## src/rtl/linked_fifo_drain.sv

```systemverilog
// linked_fifo_drain: round-robin drain scheduler for the shared-memory multi-queue FIFO.
// Latency: 2 cycles from pop to out_valid; sustains one word per cycle when out_ready is high.
// Backpressure: pops are credit-limited to 3 words (buffered + in flight); pop has no path from out_ready.
// Optional feature: define LINKED_FIFO_DRAIN_MASK_EN to add the per-queue queue_en schedule mask.
module linked_fifo_drain #(
    parameter int WIDTH      = 8,
    parameter int DEPTH      = 32,
    parameter int FIFOS      = 8,
    parameter int FIFO_LOG2  = (FIFOS > 1) ? $clog2(FIFOS) : 1,
    parameter int DEPTH_LOG2 = $clog2(DEPTH)
) (
    input  logic                 clk,
    input  logic                 rst,
`ifdef LINKED_FIFO_DRAIN_MASK_EN
    input  logic [FIFOS-1:0]     queue_en,
`endif
    input  logic                 push,
    input  logic [FIFO_LOG2-1:0] push_fifo,
    output logic                 pop,
    output logic [FIFO_LOG2-1:0] pop_fifo,
    input  logic [WIDTH-1:0]     q,
    output logic                 out_valid,
    input  logic                 out_ready,
    output logic [WIDTH-1:0]     out_data,
    output logic [FIFO_LOG2-1:0] out_fifo,
    output logic                 overflow
);

    localparam logic [DEPTH_LOG2:0] CNT_FULL = (DEPTH_LOG2 + 1)'(DEPTH);

    logic [DEPTH_LOG2:0]  cnt [FIFOS];
    logic [FIFO_LOG2-1:0] last;
    logic                 inflight;
    logic [FIFO_LOG2-1:0] inflight_fifo;
    logic [1:0]           buf_cnt;
    logic [WIDTH-1:0]     buf_dat [3];
    logic [FIFO_LOG2-1:0] buf_fifo [3];

    logic [FIFOS-1:0]     eligible;
    logic [FIFOS-1:0]     push_hit;
    logic [FIFOS-1:0]     pop_hit;
    logic                 any_eligible;
    logic [FIFO_LOG2-1:0] winner;
    logic                 credit_ok;
    logic                 capture;
    logic                 xfer;
    logic [1:0]           wr_idx;

    // Per-queue eligibility and push/pop decode for the counters.
    always_comb begin
        for (int i = 0; i < FIFOS; i++) begin
            eligible[i] = (cnt[i] != '0);
`ifdef LINKED_FIFO_DRAIN_MASK_EN
            eligible[i] = eligible[i] && queue_en[i];
`endif
            push_hit[i] = push && (push_fifo == FIFO_LOG2'(i));
            pop_hit[i]  = pop && (pop_fifo == FIFO_LOG2'(i));
        end
    end

    // Round-robin search starting just after the last granted queue.
    always_comb begin
        winner       = '0;
        any_eligible = 1'b0;
        for (int k = 1; k <= FIFOS; k++) begin
            if (!any_eligible && eligible[(int'(last) + k) % FIFOS]) begin
                any_eligible = 1'b1;
                winner       = FIFO_LOG2'((int'(last) + k) % FIFOS);
            end
        end
    end

    // Credits cover buffered words plus the word whose q arrives next cycle.
    assign credit_ok = ({1'b0, buf_cnt} + {2'b00, inflight}) < 3'd3;
    assign pop       = any_eligible && credit_ok;
    assign pop_fifo  = pop ? winner : '0;

    assign capture   = inflight;
    assign out_valid = (buf_cnt != 2'd0);
    assign xfer      = out_valid && out_ready;
    assign out_data  = buf_dat[0];
    assign out_fifo  = buf_fifo[0];
    // A same-cycle transfer shifts the buffer down, so the tail slot moves with it.
    assign wr_idx    = xfer ? (buf_cnt - 2'd1) : buf_cnt;

    // Occupancy counters; a full queue saturates and raises the sticky overflow flag.
    always_ff @(posedge clk or negedge rst) begin
        if (!rst) begin
            for (int i = 0; i < FIFOS; i++) begin
                cnt[i] <= '0;
            end
            overflow <= 1'b0;
        end else begin
            for (int i = 0; i < FIFOS; i++) begin
                if (push_hit[i] && !pop_hit[i]) begin
                    if (cnt[i] != CNT_FULL) begin
                        cnt[i] <= cnt[i] + 1'b1;
                    end
                end else if (pop_hit[i] && !push_hit[i]) begin
                    cnt[i] <= cnt[i] - 1'b1;
                end
            end
            if (push && (cnt[push_fifo] == CNT_FULL)) begin
                overflow <= 1'b1;
            end
        end
    end

    // Arbiter pointer and the one-cycle in-flight pop tracker.
    always_ff @(posedge clk or negedge rst) begin
        if (!rst) begin
            last          <= '0;
            inflight      <= 1'b0;
            inflight_fifo <= '0;
        end else begin
            inflight      <= pop;
            inflight_fifo <= pop_fifo;
            if (pop) begin
                last <= winner;
            end
        end
    end

    // In-order 3-entry output buffer: head at index 0, captured words appended at the tail.
    always_ff @(posedge clk or negedge rst) begin
        if (!rst) begin
            buf_cnt <= 2'd0;
            for (int i = 0; i < 3; i++) begin
                buf_dat[i]  <= '0;
                buf_fifo[i] <= '0;
            end
        end else begin
            if (xfer) begin
                buf_dat[0]  <= buf_dat[1];
                buf_dat[1]  <= buf_dat[2];
                buf_fifo[0] <= buf_fifo[1];
                buf_fifo[1] <= buf_fifo[2];
            end
            if (capture) begin
                buf_dat[wr_idx]  <= q;
                buf_fifo[wr_idx] <= inflight_fifo;
            end
            if (capture && !xfer) begin
                buf_cnt <= buf_cnt + 2'd1;
            end else if (xfer && !capture) begin
                buf_cnt <= buf_cnt - 2'd1;
            end
        end
    end

endmodule
```

## config.mk

```make
export PLATFORM = sky130hd
export DESIGN_NAME = linked_fifo_drain
export DESIGN_NICKNAME = d
export VERILOG_FILES = /design/src/rtl/linked_fifo_drain.sv
export SDC_FILE = /design/constraint.sdc
export NUM_CORES = 1
export LEC_CHECK = 0
export BUFFER_PORTS_ARGS = -buffer_cell sky130_fd_sc_hd__buf_2
export CELL_PAD_IN_SITES_DETAIL_PLACEMENT = 0
export CELL_PAD_IN_SITES_GLOBAL_PLACEMENT = 1
export CORE_UTILIZATION = 49
export CTS_CLUSTER_DIAMETER = 30
export CTS_CLUSTER_SIZE = 28
export DETAILED_ROUTE_END_ITERATION = 10
export PLACE_DENSITY_LB_ADDON = 0.1
export SKIP_LAST_GASP = 1
export SYNTH_ARGS = -nofsm -noshare
export SYNTH_HDL_FRONTEND = slang
export SYNTH_SLANG_ARGS = --single-unit
```

## constraint.sdc

```tcl
create_clock -name clk -period 7 [get_ports clk]
set_clock_uncertainty 0.1 [all_clocks]
set_input_delay 1.4 -clock clk [delete_from_list [all_inputs] [get_ports clk]]
set_output_delay 1.4 -clock clk [all_outputs]
set_load 0.02 [all_outputs]
```

Yosys cells after proc, flatten, opt, wreduce, memory -nomap -nowiden
Index checks and enable logic that the tools add are counted.

storage, ports and cells
  input bits = 15
  register bits after elaboration = 91
  output and inout port bits = 17
  word-level logic and storage cells = 286

operators by class
  bitwise logic cells = 10
  add/subtract/negate cells = 27
  equality and inequality tests = 31
  order comparisons = 12
  mux-type cells = 81
  reductions and logical operators = 106

operators by type and width
  cell                                                                          count
  6-bit two-way mux                                                             27
  6-bit by 1-bit adder with 6-bit output, second input constant                 8
  6-bit != test, second input constant                                          8
  6-bit nonzero test                                                            8
  6-bit by 1-bit subtractor with 6-bit output, second input constant            8
  1-bit logical AND                                                             45
  4-bit by 5-bit less-than comparator with 1-bit output, second input constant  8
  3-bit two-way mux                                                             10
  1-bit zero test                                                               25
  1-bit binary-select mux with 3-bit select                                     8
  24-bit bitwise mux                                                            1
  3-bit == test, second input constant                                          8
  1-bit two-way mux                                                             24
  24-bit two-way mux                                                            1
  3-bit OR reduction                                                            8
  2-bit nonzero test                                                            10
  6-bit binary-select mux with 3-bit select                                     1
  8-bit demux with 2-bit select                                                 1
  16-bit two-way mux                                                            1
  2-bit by 1-bit != test with 1-bit output, second input constant               8
  2-bit AND reduction                                                           8
  3-bit adder, second input constant                                            4
  3-bit by 2-bit == test with 1-bit output, second input constant               4
  9-bit bitwise mux                                                             1
  19 further kinds                                                              32

Depth between registers and ports, before layout
  word-level depth = 36
  depth in mapped cells = 25
  gate-level depth less buffers = 22

Worst setup path after synthesis
No wires, ideal clock.

  path type = register to register
  from = register last[0]
  to = register cnt[11] in the netlist's numbering
  slack = 1702 ps
  library setup time = 87 ps
  clock period less this slack = 5298 ps
  arrival = 5111 ps
  stages on the path, launching flop included = 24
  data required time = 6813 ps
  buffers on the path = 1
  cell sequence = dfrtp_1 > clkbuf_1 > clkinv_1 > ha_1 > inv_1 > or4_1 > nand4_1 > nand4_1 > a2111oi_0 > o21bai_1 > a22oi_2 > nand2_1 > inv_2 > nor3_2 > nand2b_1 > ha_1 > a21o_1 > a21oi_1 > nor2b_1 > o21ai_0 > nand2b_1 > nor3b_1 > mux2_2 > a22oi_1

on the way
  word-level cells in the longest chain between the ends = 34
  elaborated cells on any way between the ends = 73
  classes of those cells = 8 x add/sub; 2 x eq/ne; 42 x mux; 21 x reduce/logical

ends and longest elaborated chain
  item                                                                                      line    RTL
  from (decl)                                                                               32      logic [FIFO_LOG2-1:0] last;
  from (signal assigned)                                                                    119     last <= winner;
  3-bit by 1-bit adder with 3-bit output                                                    66, 68
  1-bit binary-select mux with 3-bit select                                                 66      if (!any_eligible && eligible[(int'(last) + k) % FIFOS]) begin
  1-bit two-way mux (implied by the code) (2 in series)                                     66
  1-bit two-way mux                                                                         66
  1-bit zero test                                                                           66
  1-bit logical AND                                                                         66
  1-bit two-way mux                                                                         66
  1-bit zero test                                                                           66
  [... 18 more ...]                                                                         n/a
  3-bit two-way mux *                                                                       76      assign pop_fifo = pop ? winner : '0;
  via pop_fifo[0]                                                                           20      output logic [FIFO_LOG2-1:0] pop_fifo,
  3-bit == test *                                                                           57      pop_hit[i] = pop && (pop_fifo == FIFO_LOG2'(i));
  1-bit logical AND *                                                                       57
  1-bit zero test                                                                           95      if (push_hit[i] && !pop_hit[i]) begin
  1-bit logical AND                                                                         95
  2-bit by 1-bit != test with 1-bit output (no line) or 2-bit nonzero test (tied branches)  n/a
  2-bit AND reduction (no line)                                                             n/a
  to (signal, indexed assignment)                                                           97      cnt[i] <= cnt[i] + 1'b1;
  to (signal, indexed assignment)                                                           100     cnt[i] <= cnt[i] - 1'b1;
  to (decl)                                                                                 31      logic [DEPTH_LOG2:0] cnt [FIFOS];

Mark *: on every way through the listed nets, which the timed path passes. The rest lies on a longest branch. The select of a mux whose other input is x is not followed.
A chain may end at the register's enable or synchronous reset.

Worst setup path after layout
  from = register last[1]
  to = register cnt[23] in the netlist's numbering

on the way
  word-level cells in the longest chain between the ends = 34
  elaborated cells on any way between the ends = 73
  classes of those cells = 8 x add/sub; 2 x eq/ne; 42 x mux; 21 x reduce/logical

ends and longest elaborated chain
  item                                                                                      line    RTL
  3-bit by 1-bit adder with 3-bit output                                                    66, 68
  1-bit binary-select mux with 3-bit select                                                 66
  1-bit two-way mux (implied by the code) (2 in series)                                     66
  1-bit two-way mux                                                                         66
  1-bit zero test                                                                           66
  1-bit logical AND                                                                         66
  1-bit two-way mux                                                                         66
  1-bit zero test                                                                           66
  [... 17 more ...]                                                                         n/a
  1-bit logical AND                                                                         75      assign pop = any_eligible && credit_ok;
  3-bit two-way mux                                                                         76
  3-bit == test                                                                             57
  1-bit logical AND *                                                                       57
  1-bit zero test                                                                           95
  1-bit logical AND                                                                         95
  2-bit by 1-bit != test with 1-bit output (no line) or 2-bit nonzero test (tied branches)  n/a
  2-bit AND reduction (no line)                                                             n/a

Mark *: on every way between the ends. The rest lies on a longest branch, timed or not. The select of a mux whose other input is x is not followed.

==> qor.yml <==
route.vias.total: 5783
setup-violations-final: 0
placed_area_um2: 7302
grt-ovfl-total: 0
setup.worst_path.end_class: "register"
final_common_cell: "dfrtp_1"
cts.hold.buffers_added: 0
max_freq_mhz: 168.1
fin_ws_ps: 1051
critical_path_arrival_ps: 6100
vias_per_cell: 6.062
die_h_um: 121.7
fin_crit_ps: 5949
synth_area_um2: 7022
max_stage_delay_ps: 650
rows: 43
hold_viol_final: 0
final_util: 0.5466
async_flop_share: 1.000
critical_path_required_ps: 7150
synth_area_per_cell_um2: 9.313
wirelength_mm: 16.89
syn_nets: 815
status: "finished, final reports clean"
max_slew.worst_pin.slew_ps: 908.3
ctsLongestPathBuffers: 2
crit_type: "reg -> reg"
wl_per_cell_um: 17.71
drc: 0
netlist_instances: 754
preCtsSetupSlack_ps: 1150
ant_nets: 0
ctsHtreeMaxLevel: 3
hold_path_class: "reg -> reg"
slew_viol_final: 0
ys_seq_elements: 91
nNetsFinal: 830
antenna_found_initial: 0
ios: 32
grt_pass1_vias: 5620
final_area_um2: 7617
cap_violations: 0
startpoint_type: "register"
ys_seq_area_frac: 0.3243
drive_above_1_share: 0.1499
cts-root-buf: "clkbuf_16"
crit_slowest_cell: "nor4_1"
drt_iter0_drc: 313
synth_warnings: 0
cts_buffers: 9
postCtsSetupBuffers: 0
crit_chain: "inv_1 > ha_1 > buf_4 > nor4_1 > a211o_1 > nand2_1 > nor2_1 > nand4_1 > o21ai_0 > nand2b_1 > inv_1 > nand3_2 > nand2_1 > ha_1 > a21o_1 > a21oi_1 > nor2b_1 > o21a_1 > nor2_1 > nand2_1 > o21a_1 > a22o_1"
crit_top_cell: "nand2_1"
synth.distinct_cells: 78
clkTransAtPathRegs_ps: 80
core_um2: 13930
grt.total_usage: 0.2443
setup_tns_ps: 0
synth_top_flop_cell: "dfrtp_1"
worstHoldPathCells: 1
cts_tree: "yes"
worstSkewPairLatency_ps: 350
dp_hpwl_mm: 12.72
initial_core_util: 0.5039
port_buffers: 31
maxSlewHeadroom: 0.3898
routabilityCongestion: 0.9471
die_width_um: 121.7
fin_crit_sh: 0.8499
cts_resized: 0
grt_first_pass_wirelength_mm: 28.14
r2r_cells: 22
synth_edf_count: 0
dieArea_um2: 14810
rsz0062_at_grt: "false"
n_antenna_cell: 0
synthToLayoutAreaGrowth_pct: 8.482
dr.pass1.iters: 5
grt_max_degree: 65
path_max_fanout: 21
cts_num_sinks: 91
final_cell_mix: "91 x dfrtp_1, 59 x a21oi_1, 54 x nor2_1"
==> cell type report <==
type,instances,area (um2)
clock inverter,7,90.09
timing repair buffer,43,247.7
tap,180,225.2
clock buffer,9,225.2
inverter,43,161.4
multi-input combinational,581,4390
sequential,91,2277
fill,1291,6317
==> metrics by stage <==
stage	hold slack [ps]	std cells
after floorplan	375.5	754
after global placement	345.8	938
after detailed placement	357.4	938
after CTS	383.8	954
after global routing	396.5	954
final	377.8	954
==> metal layers <==
layer	wire length, um	global-route usage
met1	7816	0.3208
met2	7744	0.3942
met3	832	0.04307
met4	500	0.1057
met5	0	0
==> cells by family after synthesis <==
| logic type | count (synthesis) | share of synthesized area |
|---|---|---|
| DFF | 91 | 0.3243 |
| xor gates and xnor gates | 41 | 0.05114 |
| muxes | 74 | 0.1160 |
| buffers and inverters | 82 | 0.05078 |
| and+or+nand+nor | 234 | 0.1835 |
| AOI/OAI and AO/OA | 186 | 0.1837 |
| adders and majority gates | 46 | 0.09052 |
==> worst max-delay path, delay by kind of cell (launching register included) <==
kind,cells,cell delay [ps]
buffers and inverters,3,850
AOI/OAI and AO/OA,7,1400
DFF,1,380
adders and majority gates,2,700
and+or+nand+nor,10,2400
==> final timing paths <==
path / slack (ps) / start / end
setup reg to reg: 1050 / last[1]$_DFFE_PN0P_ / cnt[23]$_DFFE_PN0P_
setup / recovery: 1050 / last[1]$_DFFE_PN0P_ / cnt[23]$_DFFE_PN0P_
max in group asynchronous: 4740 / rst / cnt[4]$_DFFE_PN0P_
hold / removal: 380 / overflow$_DFFE_PN0P_ / overflow$_DFFE_PN0P_
hold reg to reg: 380 / overflow$_DFFE_PN0P_ / overflow$_DFFE_PN0P_
min in group asynchronous: 870 / rst / last[0]$_DFFE_PN0P_
==> cell usage after synthesis, types with 8 or more instances <==
cell type  count  share of area
mux2i_1       40          0.057
nand2b_1      13          0.012
nand3_1       22          0.016
ha_1          38          0.068
buf_4         13          0.014
inv_1         40          0.021
o2bb2ai_1     11          0.014
or3_1         10         0.0089
a22oi_1        8         0.0086
nand2_1       38          0.020
xnor2_1       27          0.034
a21o_1        18          0.019
mux2_2        27          0.043
nor3_1        22          0.016
a22o_1         8          0.010
nand4_1       10         0.0089
a31oi_1        9         0.0080
xor2_1        14          0.017
o21ai_0       18          0.013
and2_1         9         0.0080
dfrtp_1       91           0.32
a21oi_1       59          0.042
nor2_1        54          0.029
clkbuf_1      22          0.012
fa_1           8          0.023
Power is not shown: default switching activity piles up to over one toggle a cycle in this logic, so the estimate is an artifact.
